## config.mk

```make
export PLATFORM = sky130hd
export DESIGN_NAME = muldiv_unit
export DESIGN_NICKNAME = d
export VERILOG_FILES = /design/src/rtl/muldiv_unit.sv
export SDC_FILE = /design/constraint.sdc
export NUM_CORES = 1
export LEC_CHECK = 0
export CAP_MARGIN = 20
export CORE_MARGIN = 4
export CORE_UTILIZATION = 40
export DETAILED_ROUTE_END_ITERATION = 7
export GPL_TIMING_DRIVEN = 0
export PLACE_DENSITY_LB_ADDON = 0.3
export SLEW_MARGIN = 20
export SYNTH_ARGS = -nofsm -noshare
export SYNTH_HDL_FRONTEND = slang
export SYNTH_SLANG_ARGS = --single-unit
```

## constraint.sdc

```tcl
create_clock -name clk -period 13.8 [get_ports clk]
set_clock_uncertainty 0.15 [all_clocks]
set_input_delay 4.14 -clock clk [delete_from_list [all_inputs] [get_ports clk]]
set_output_delay 4.14 -clock clk [all_outputs]
set_load 0.02 [all_outputs]
```

## src/rtl/muldiv_unit.sv

```systemverilog
// ============================================================================
// Module      : muldiv_unit
// Description : Iterative RV32M multiply/divide unit, radix-2, fixed latency.
// Revision    : 1.0 - initial release
// ============================================================================
`default_nettype none

module muldiv_unit #(
  parameter int WIDTH = 32,
  parameter int CNT_W = 6
) (
  input  logic             clk,
  input  logic             rst,
  input  logic             start,
  input  logic [2:0]       funct3,
  input  logic [WIDTH-1:0] op_a,
  input  logic [WIDTH-1:0] op_b,
  input  logic [4:0]       rd_in,
  input  logic             flush,
  output logic             busy,
  output logic             done,
  output logic [WIDTH-1:0] result,
  output logic [4:0]       rd_out,
  output logic             we_out
);

  typedef enum logic [1:0] {
    S_IDLE = 2'd0,
    S_BUSY = 2'd1,
    S_DONE = 2'd2
  } state_t;

  localparam logic [CNT_W-1:0] c_last = CNT_W'(WIDTH - 1);

  state_t             r_state;
  state_t             w_state_next;
  logic               w_accept;
  logic               w_last;
  logic [CNT_W-1:0]   r_cnt;
  logic [2*WIDTH-1:0] r_acc;
  logic [WIDTH-1:0]   r_opnd;
  logic [2:0]         r_f3;
  logic               r_a_neg;
  logic               r_b_neg;
  logic               r_bzero;
  logic               r_busy;
  logic               r_done;
  logic [WIDTH-1:0]   r_result;
  logic [4:0]         r_rd;

  // Operand signedness: op_a signed for MUL/MULH/MULHSU/DIV/REM, op_b for MUL/MULH/DIV/REM
  logic             w_sa;
  logic             w_sb;
  logic             w_a_neg;
  logic             w_b_neg;
  logic [WIDTH-1:0] w_a_abs;
  logic [WIDTH-1:0] w_b_abs;

  assign w_sa    = funct3[2] ? ~funct3[0] : (funct3[1:0] != 2'b11);
  assign w_sb    = funct3[2] ? ~funct3[0] : ~funct3[1];
  assign w_a_neg = w_sa & op_a[WIDTH-1];
  assign w_b_neg = w_sb & op_b[WIDTH-1];
  assign w_a_abs = w_a_neg ? -op_a : op_a;
  assign w_b_abs = w_b_neg ? -op_b : op_b;

  // r_acc holds {partial product, multiplier} or {remainder, quotient/dividend}
  logic [WIDTH:0]     w_sum;
  logic [WIDTH:0]     w_shift;
  logic [WIDTH:0]     w_diff;
  logic [2*WIDTH-1:0] w_acc_next;

  assign w_sum   = {1'b0, r_acc[2*WIDTH-1:WIDTH]} + (r_acc[0] ? {1'b0, r_opnd} : '0);
  assign w_shift = {r_acc[2*WIDTH-1:WIDTH], r_acc[WIDTH-1]};
  assign w_diff  = w_shift - {1'b0, r_opnd};

  always_comb begin
    w_acc_next = {w_sum, r_acc[WIDTH-1:1]};
    if (r_f3[2]) begin
      if (!w_diff[WIDTH])
        w_acc_next = {w_diff[WIDTH-1:0], r_acc[WIDTH-2:0], 1'b1};
      else
        w_acc_next = {w_shift[WIDTH-1:0], r_acc[WIDTH-2:0], 1'b0};
    end
  end

  logic               w_sign_diff;
  logic [2*WIDTH-1:0] w_prod;
  logic [WIDTH-1:0]   w_quo;
  logic [WIDTH-1:0]   w_rem;
  logic [WIDTH-1:0]   w_final;

  assign w_sign_diff = r_a_neg ^ r_b_neg;
  assign w_prod      = w_sign_diff ? -w_acc_next : w_acc_next;
  // A zero divisor yields an all-ones quotient regardless of the dividend sign
  assign w_quo       = r_bzero ? '1 :
                       (w_sign_diff ? -w_acc_next[WIDTH-1:0] : w_acc_next[WIDTH-1:0]);
  assign w_rem       = r_a_neg ? -w_acc_next[2*WIDTH-1:WIDTH] : w_acc_next[2*WIDTH-1:WIDTH];

  always_comb begin
    case (r_f3)
      3'b000:         w_final = w_prod[WIDTH-1:0];
      3'b100, 3'b101: w_final = w_quo;
      3'b110, 3'b111: w_final = w_rem;
      default:        w_final = w_prod[2*WIDTH-1:WIDTH];
    endcase
  end

  always_comb begin
    w_state_next = r_state;
    w_accept     = 1'b0;
    w_last       = 1'b0;
    if (flush) begin
      w_state_next = S_IDLE;
    end else begin
      case (r_state)
        S_IDLE: if (start) begin
          w_state_next = S_BUSY;
          w_accept     = 1'b1;
        end
        S_BUSY: if (r_cnt == c_last) begin
          w_state_next = S_DONE;
          w_last       = 1'b1;
        end
        S_DONE:  w_state_next = S_IDLE;
        default: w_state_next = S_IDLE;
      endcase
    end
  end

  always_ff @(posedge clk or posedge rst) begin
    if (rst) begin
      r_state <= S_IDLE;
      r_busy  <= 1'b0;
      r_done  <= 1'b0;
    end else begin
      r_state <= w_state_next;
      r_busy  <= (w_state_next != S_IDLE);
      r_done  <= (w_state_next == S_DONE);
    end
  end

  always_ff @(posedge clk or posedge rst) begin
    if (rst) begin
      r_cnt    <= '0;
      r_acc    <= '0;
      r_opnd   <= '0;
      r_f3     <= '0;
      r_a_neg  <= 1'b0;
      r_b_neg  <= 1'b0;
      r_bzero  <= 1'b0;
      r_result <= '0;
      r_rd     <= '0;
    end else if (w_accept) begin
      r_cnt   <= '0;
      r_f3    <= funct3;
      r_rd    <= rd_in;
      r_a_neg <= w_a_neg;
      r_b_neg <= w_b_neg;
      r_bzero <= (op_b == '0);
      r_acc   <= funct3[2] ? {{WIDTH{1'b0}}, w_a_abs} : {{WIDTH{1'b0}}, w_b_abs};
      r_opnd  <= funct3[2] ? w_b_abs : w_a_abs;
    end else if (r_state == S_BUSY && !flush) begin
      r_cnt <= r_cnt + CNT_W'(1);
      r_acc <= w_acc_next;
      if (w_last)
        r_result <= w_final;
    end
  end

  assign busy   = r_busy;
  assign done   = r_done;
  assign result = r_result;
  assign rd_out = r_rd;
  assign we_out = r_done && (r_rd != 5'd0);

endmodule

`default_nettype wire

```

After elaboration in Yosys (flattened, before gate mapping)

Cells that the tools add are included.
W data, S select, Z words.

Reductions and logical operators: 12
Eq/ne operators: 8
Add/sub/neg operators: 8
Bitwise logic cells: 6
Mux-type cells: 28

Operators by type and width:

| cell                  | count |
|---|---|
| $mux W64              | 5 |
| $mux W32              | 8 |
| $neg A32 Y32          | 4 |
| $pmux W32 S3          | 1 |
| $neg A64 Y64          | 1 |
| $add A32 B32 Y33      | 1 |
| $sub A33 B32 Y33      | 1 |
| $logic_not A32 Y1     | 1 |
| $eq A3 B3 Y1 const B  | 4 |
| $mux W6               | 2 |
| $mux W1               | 8 |
| $add A6 B1 Y6 const B | 1 |
| $eq A6 B5 Y1 const B  | 1 |
| $mux W2               | 3 |
| $reduce_bool A5 Y1    | 1 |
| $pmux W2 S2           | 1 |
| $reduce_bool A2 Y1    | 2 |
| $reduce_or A2 Y1      | 2 |
| $logic_not A3 Y1      | 1 |
| $not A1 Y1            | 3 |
| $reduce_and A3 Y1     | 1 |
| $and A1 B1 Y1         | 2 |
| $eq A2 B1 Y1 const B  | 1 |
| $eq A2 B2 Y1 const B  | 1 |
| 5 further kinds       | 6 |

Word-level logic and storage cells: 74
Output and inout bits: 40
Bits in registers: 149
Bits of input ports: 76

Longest topological paths before layout

Word-level depth: 7
Gate-level depth with buffers: 27
Depth with buffers taken out: 24

Worst setup path after synthesis

No wires, ideal clock.

Path type: input-to-reg
Start point: input op_b[3]
End point: register r_opnd[30]
Buffers on the path: 0
Setup time: 0.083 ns
Cell stages on the path: 12
Required time: 13.567 ns
Setup slack: 7.173 ns
Arrival time: 6.394 ns
Path through: or3_1 > nor4_1 > and2_1 > nand2_1 > nor4_1 > nand3_1 > o41ai_1 > xnor2_1 > nand2_1 > o21ai_0 > nand2_1 > o21ai_0

Word-level cells in the longest chain between the ends: 3

Ends and longest elaborated chain:

| element              | line | source |
|---|---|---|
| from (decl)          | 17   | `input logic [WIDTH-1:0] op_b,` |
| $neg A32 Y32         | 64   | `assign w_b_abs = w_b_neg ? -op_b : op_b;` |
| $mux W32             | 64   |  |
| $mux W32             | 161  | `r_opnd <= funct3[2] ? w_b_abs : w_a_abs;` |
| to (signal assigned) | 161  |  |
| to (decl)            | 41   | `logic [WIDTH-1:0] r_opnd;` |

Every way passes these cells.
A chain may end at the register's enable or synchronous reset.

Worst setup path after layout

Start point: register r_f3[2]
End point: register r_result[30] (netlist: result[30])

Word-level cells in the longest chain between the ends: 5
Elaborated cells between the ends (all ways): 16
Those cells by class: add/sub: 3; eq/ne: 4; mux: 6; reduce/logical: 3

Ends and longest elaborated chain:

| element                | line | source |
|---|---|---|
| from (decl)            | 42   | `logic [2:0] r_f3;` |
| from (signal assigned) | 155  | `r_f3 <= funct3;` |
| $mux W64               | 78   | `if (r_f3[2]) begin` |
| $neg A32 Y32           | 96   | `(w_sign_diff ? -w_acc_next[WIDTH-1:0] : w_acc_next[WIDTH-1:0]);` |
| $mux W32               | 96   |  |
| $mux W32               | 95   | `assign w_quo = r_bzero ? '1 :` |
| $pmux W32 S3 (*)       | 100  | `case (r_f3)` |
| to (signal assigned)   | 166  | `r_result <= w_final;` |
| to (decl)              | 48   | `logic [WIDTH-1:0] r_result;` |

Every way passes the cells marked *; elsewhere a longest branch is shown, timed or not.

==> results.ini <==
[outcome]
status=complete, no violations

[clock_network]
postCtsResizedCells=0
cts_hold_repair.buffers=0
clkTransAtPathRegs_ns=0.07
h-tree-depth=4
post-cts-setup-buffers=0
cts_buffers=17
clock_sinks=149
clock-root-buffer=clkbuf_16
cts.path.max_buffers=2
cts_tree=built
insertion_delay_ns=0.47

[global_routing]
grtUsageTotal_pct=33.25
grt_pass1_vias=17029
top_usage_layer=met2
grt_start_max_net_pins=102
overflow=0
gr-usage-met3_pct=6.046
grt_pass1_wl_microns=110500
grt_antenna_before_repair=2
grt_use_met2_pct=51.76
met1_usage_pct=45.60

[critical_path]
worstPathRequired_ns=14.03
crit_arrival_ns=9.13
path_max_fanout=10
start_kind=register
end_kind=register
crit_type=reg -> reg

[floorplanning]
pin_count=116
die_height_microns=208.3
die_w_microns=208.3
coreArea_sq_mm=0.03973
initial_core_util_pct=40.37
die_area_sq_mm=0.04337
row_count=73

[sta]
hold_viol=0
worst_pin_slew_ns=1.232
drv_slew=0
max_freq_mhz=112.3
layout_min_cycle_time_ns=8.902
setup_viol=0
slew_headroom_pct=17.28
tns_ns=0
rsz0062_at_grt=no
min_period_over_period_pct=64.50

[finish]
num-fill-cells=4112
drive_above_1_share_pct=6.065
num_antenna_cells=0
register_area_sq_mm=0.003729
layout.nets=2426
multi_input_area_sq_mm=0.01154
final_cell_mix=290 x nand2_1, 198 x o21ai_0, 193 x nor2_1, 176 x a21oi_1, 149 x dfrtp_1
final_common_cell=nand2_1
area_growth_pct=15.05
final_util_pct=46.45

[yosys]
synthArstFlopShare_pct=100.0
synthAdderAreaFrac_pct=5.631
synth_top_family_by_area=compound AO/OA/AOI/OAI gates
ys.flop_type=dfrtp_1
synth-xor-area-share_pct=9.227
synth_area_sq_mm=0.01604
synth_compound_area_share_pct=30.20
synth-warning-count=0
synth_edf_count=0
synth-simple-area-share_pct=22.99
avgSynthCellArea_sq_um=7.479
ys_seq_area_share_pct=23.24
postSynthCellCount=2145
synthDistinctLibCells=109
synth_nets=2292
ys_ff_latch=149
muxShareOfSynthArea_pct=3.853

[power_and_ir_drop]
power.leakage_nw=7.375
power_density_mw_per_mm2=218.2
peakVddDrop_mv=0.1185

[worst_hold_path]
hp-class=reg -> reg

[route]
dr.pass1.iters=6
wl_per_cell_microns=26.71
drc=0
dr_total_vias=18174
via_per_inst=6.452
routed_wl_microns=75230
first_iter_violations=2081
ant_nets=0

[run]
maxCapViolations=0

[placement]
place_congestion=1.028
dp_hpwl_microns=60210
io_buffer_count=114

## final cells by class
cell class	count	share of cell area [%]
multi-input cells	1803	62.55
inverters	63	1.322
flip-flops and latches	149	20.20
plain buffers	130	2.942
clock inverters	14	0.7660
repair buffers	115	6.332
clock buffers	18	2.325
well taps	525	3.559
## report_power, final
| part | internal, mW | total (mW) | switching, mW |
|---|---|---|---|
| combinational | 0.927 | 2.85 | 1.92 |
| sequential | 0.531 | 0.698 | 0.167 |
| clock | 0.253 | 0.482 | 0.228 |
## Yosys cell counts, types with 19 or more instances
master	instances	area [sq um]
and2_1	42	262.8
inv_1	60	225.2
nand3_1	40	200.2
o31ai_1	23	172.7
nand4_1	28	175.2
dfrtp_1	149	3729
a211oi_1	21	157.7
buf_2	22	110.1
a21o_1	25	187.7
nand2_1	290	1089
o211ai_1	27	202.7
o21ai_0	198	991.0
mux2i_1	49	490.5
o221ai_1	32	280.3
nor3_1	58	290.3
a22o_1	24	210.2
xor2_1	70	613.1
nor2_1	193	724.4
nor4_1	19	118.9
a21oi_1	176	880.8
clkbuf_1	88	330.3
xnor2_1	99	867.1
a31oi_1	38	237.7
ha_1	69	863.3
## flip-flops by register name (all words and copies together), names as in the netlist, 2 cells and up
name / cells
r_opnd: 32
r_acc: 64
r_state: 2
rd_out: 5
result: 32
r_cnt: 6
r_f3: 3
## routing by layer
layer  part of all wire [%]  up-vias
li1                       -     8145
met2                     44      989
met5                      0        -
met3                    8.4      182
met1                     43     8858
met4                    4.8        0
## worst paths after layout
path,startpoint,slack [ns],cells after the start,to
setup / recovery,r_f3[2]$_DFFE_PP0P_,4.90,23,result[30]$_DFFE_PP0P_
hold / removal,result[0]$_DFFE_PP0P_,0.34,1,result[0]$_DFFE_PP0P_
setup reg to reg,r_f3[2]$_DFFE_PP0P_,4.90,23,result[30]$_DFFE_PP0P_
hold reg to reg,result[0]$_DFFE_PP0P_,0.34,1,result[0]$_DFFE_PP0P_
max in group asynchronous,rst,8.66,3,result[10]$_DFFE_PP0P_
min in group asynchronous,rst,3.92,2,r_opnd[14]$_DFFE_PP0P_
## critical path: stages, from the launching register on
cell	delay, ns
dfrtp_1	0.43
buf_2	0.29
buf_2	0.39
buf_2	0.38
buf_2	0.42
buf_2	0.37
buf_2	0.41
buf_1	0.80
buf_1	0.85
nor2b_1	0.30
a21oi_1	0.37
ha_1	0.27
o21ai_0	0.15
nor4_1	0.40
o21a_1	0.26
and3_1	0.18
clkbuf_1	0.32
nand3_1	0.47
nor4_1	0.46
nand2_1	0.19
nor4_1	0.38
mux2i_1	0.25
a22oi_1	0.08
a31oi_1	0.19
## through the flow
stage	instance area, sq um	total power [mW]	hold slack [ns]	setup slack, ns	cells
2_1_floorplan	16040	2.510	0.3073	5.502	2145
3_3_place_gp	17840	3.411	0.3157	2.998	2784
5_1_grt	18460	4.219	0.3529	4.878	2817
4_1_cts	18450	3.919	0.3387	5.420	2817
3_5_place_dp	17880	3.427	0.3232	5.452	2785
6_report	18460	4.028	0.3355	4.898	2817
## kinds of logic (layout without fill, tap and decap cells)
family / Yosys count / count (layout)
flops: 149 / 149
compound gates: 725 / 725
buf+inv: 193 / 340
fa+ha+maj: 71 / 71
mux: 60 / 60
xor+xnor: 169 / 169
simple gates: 778 / 778
No activity file was read; power rests on OpenSTA's default activity.
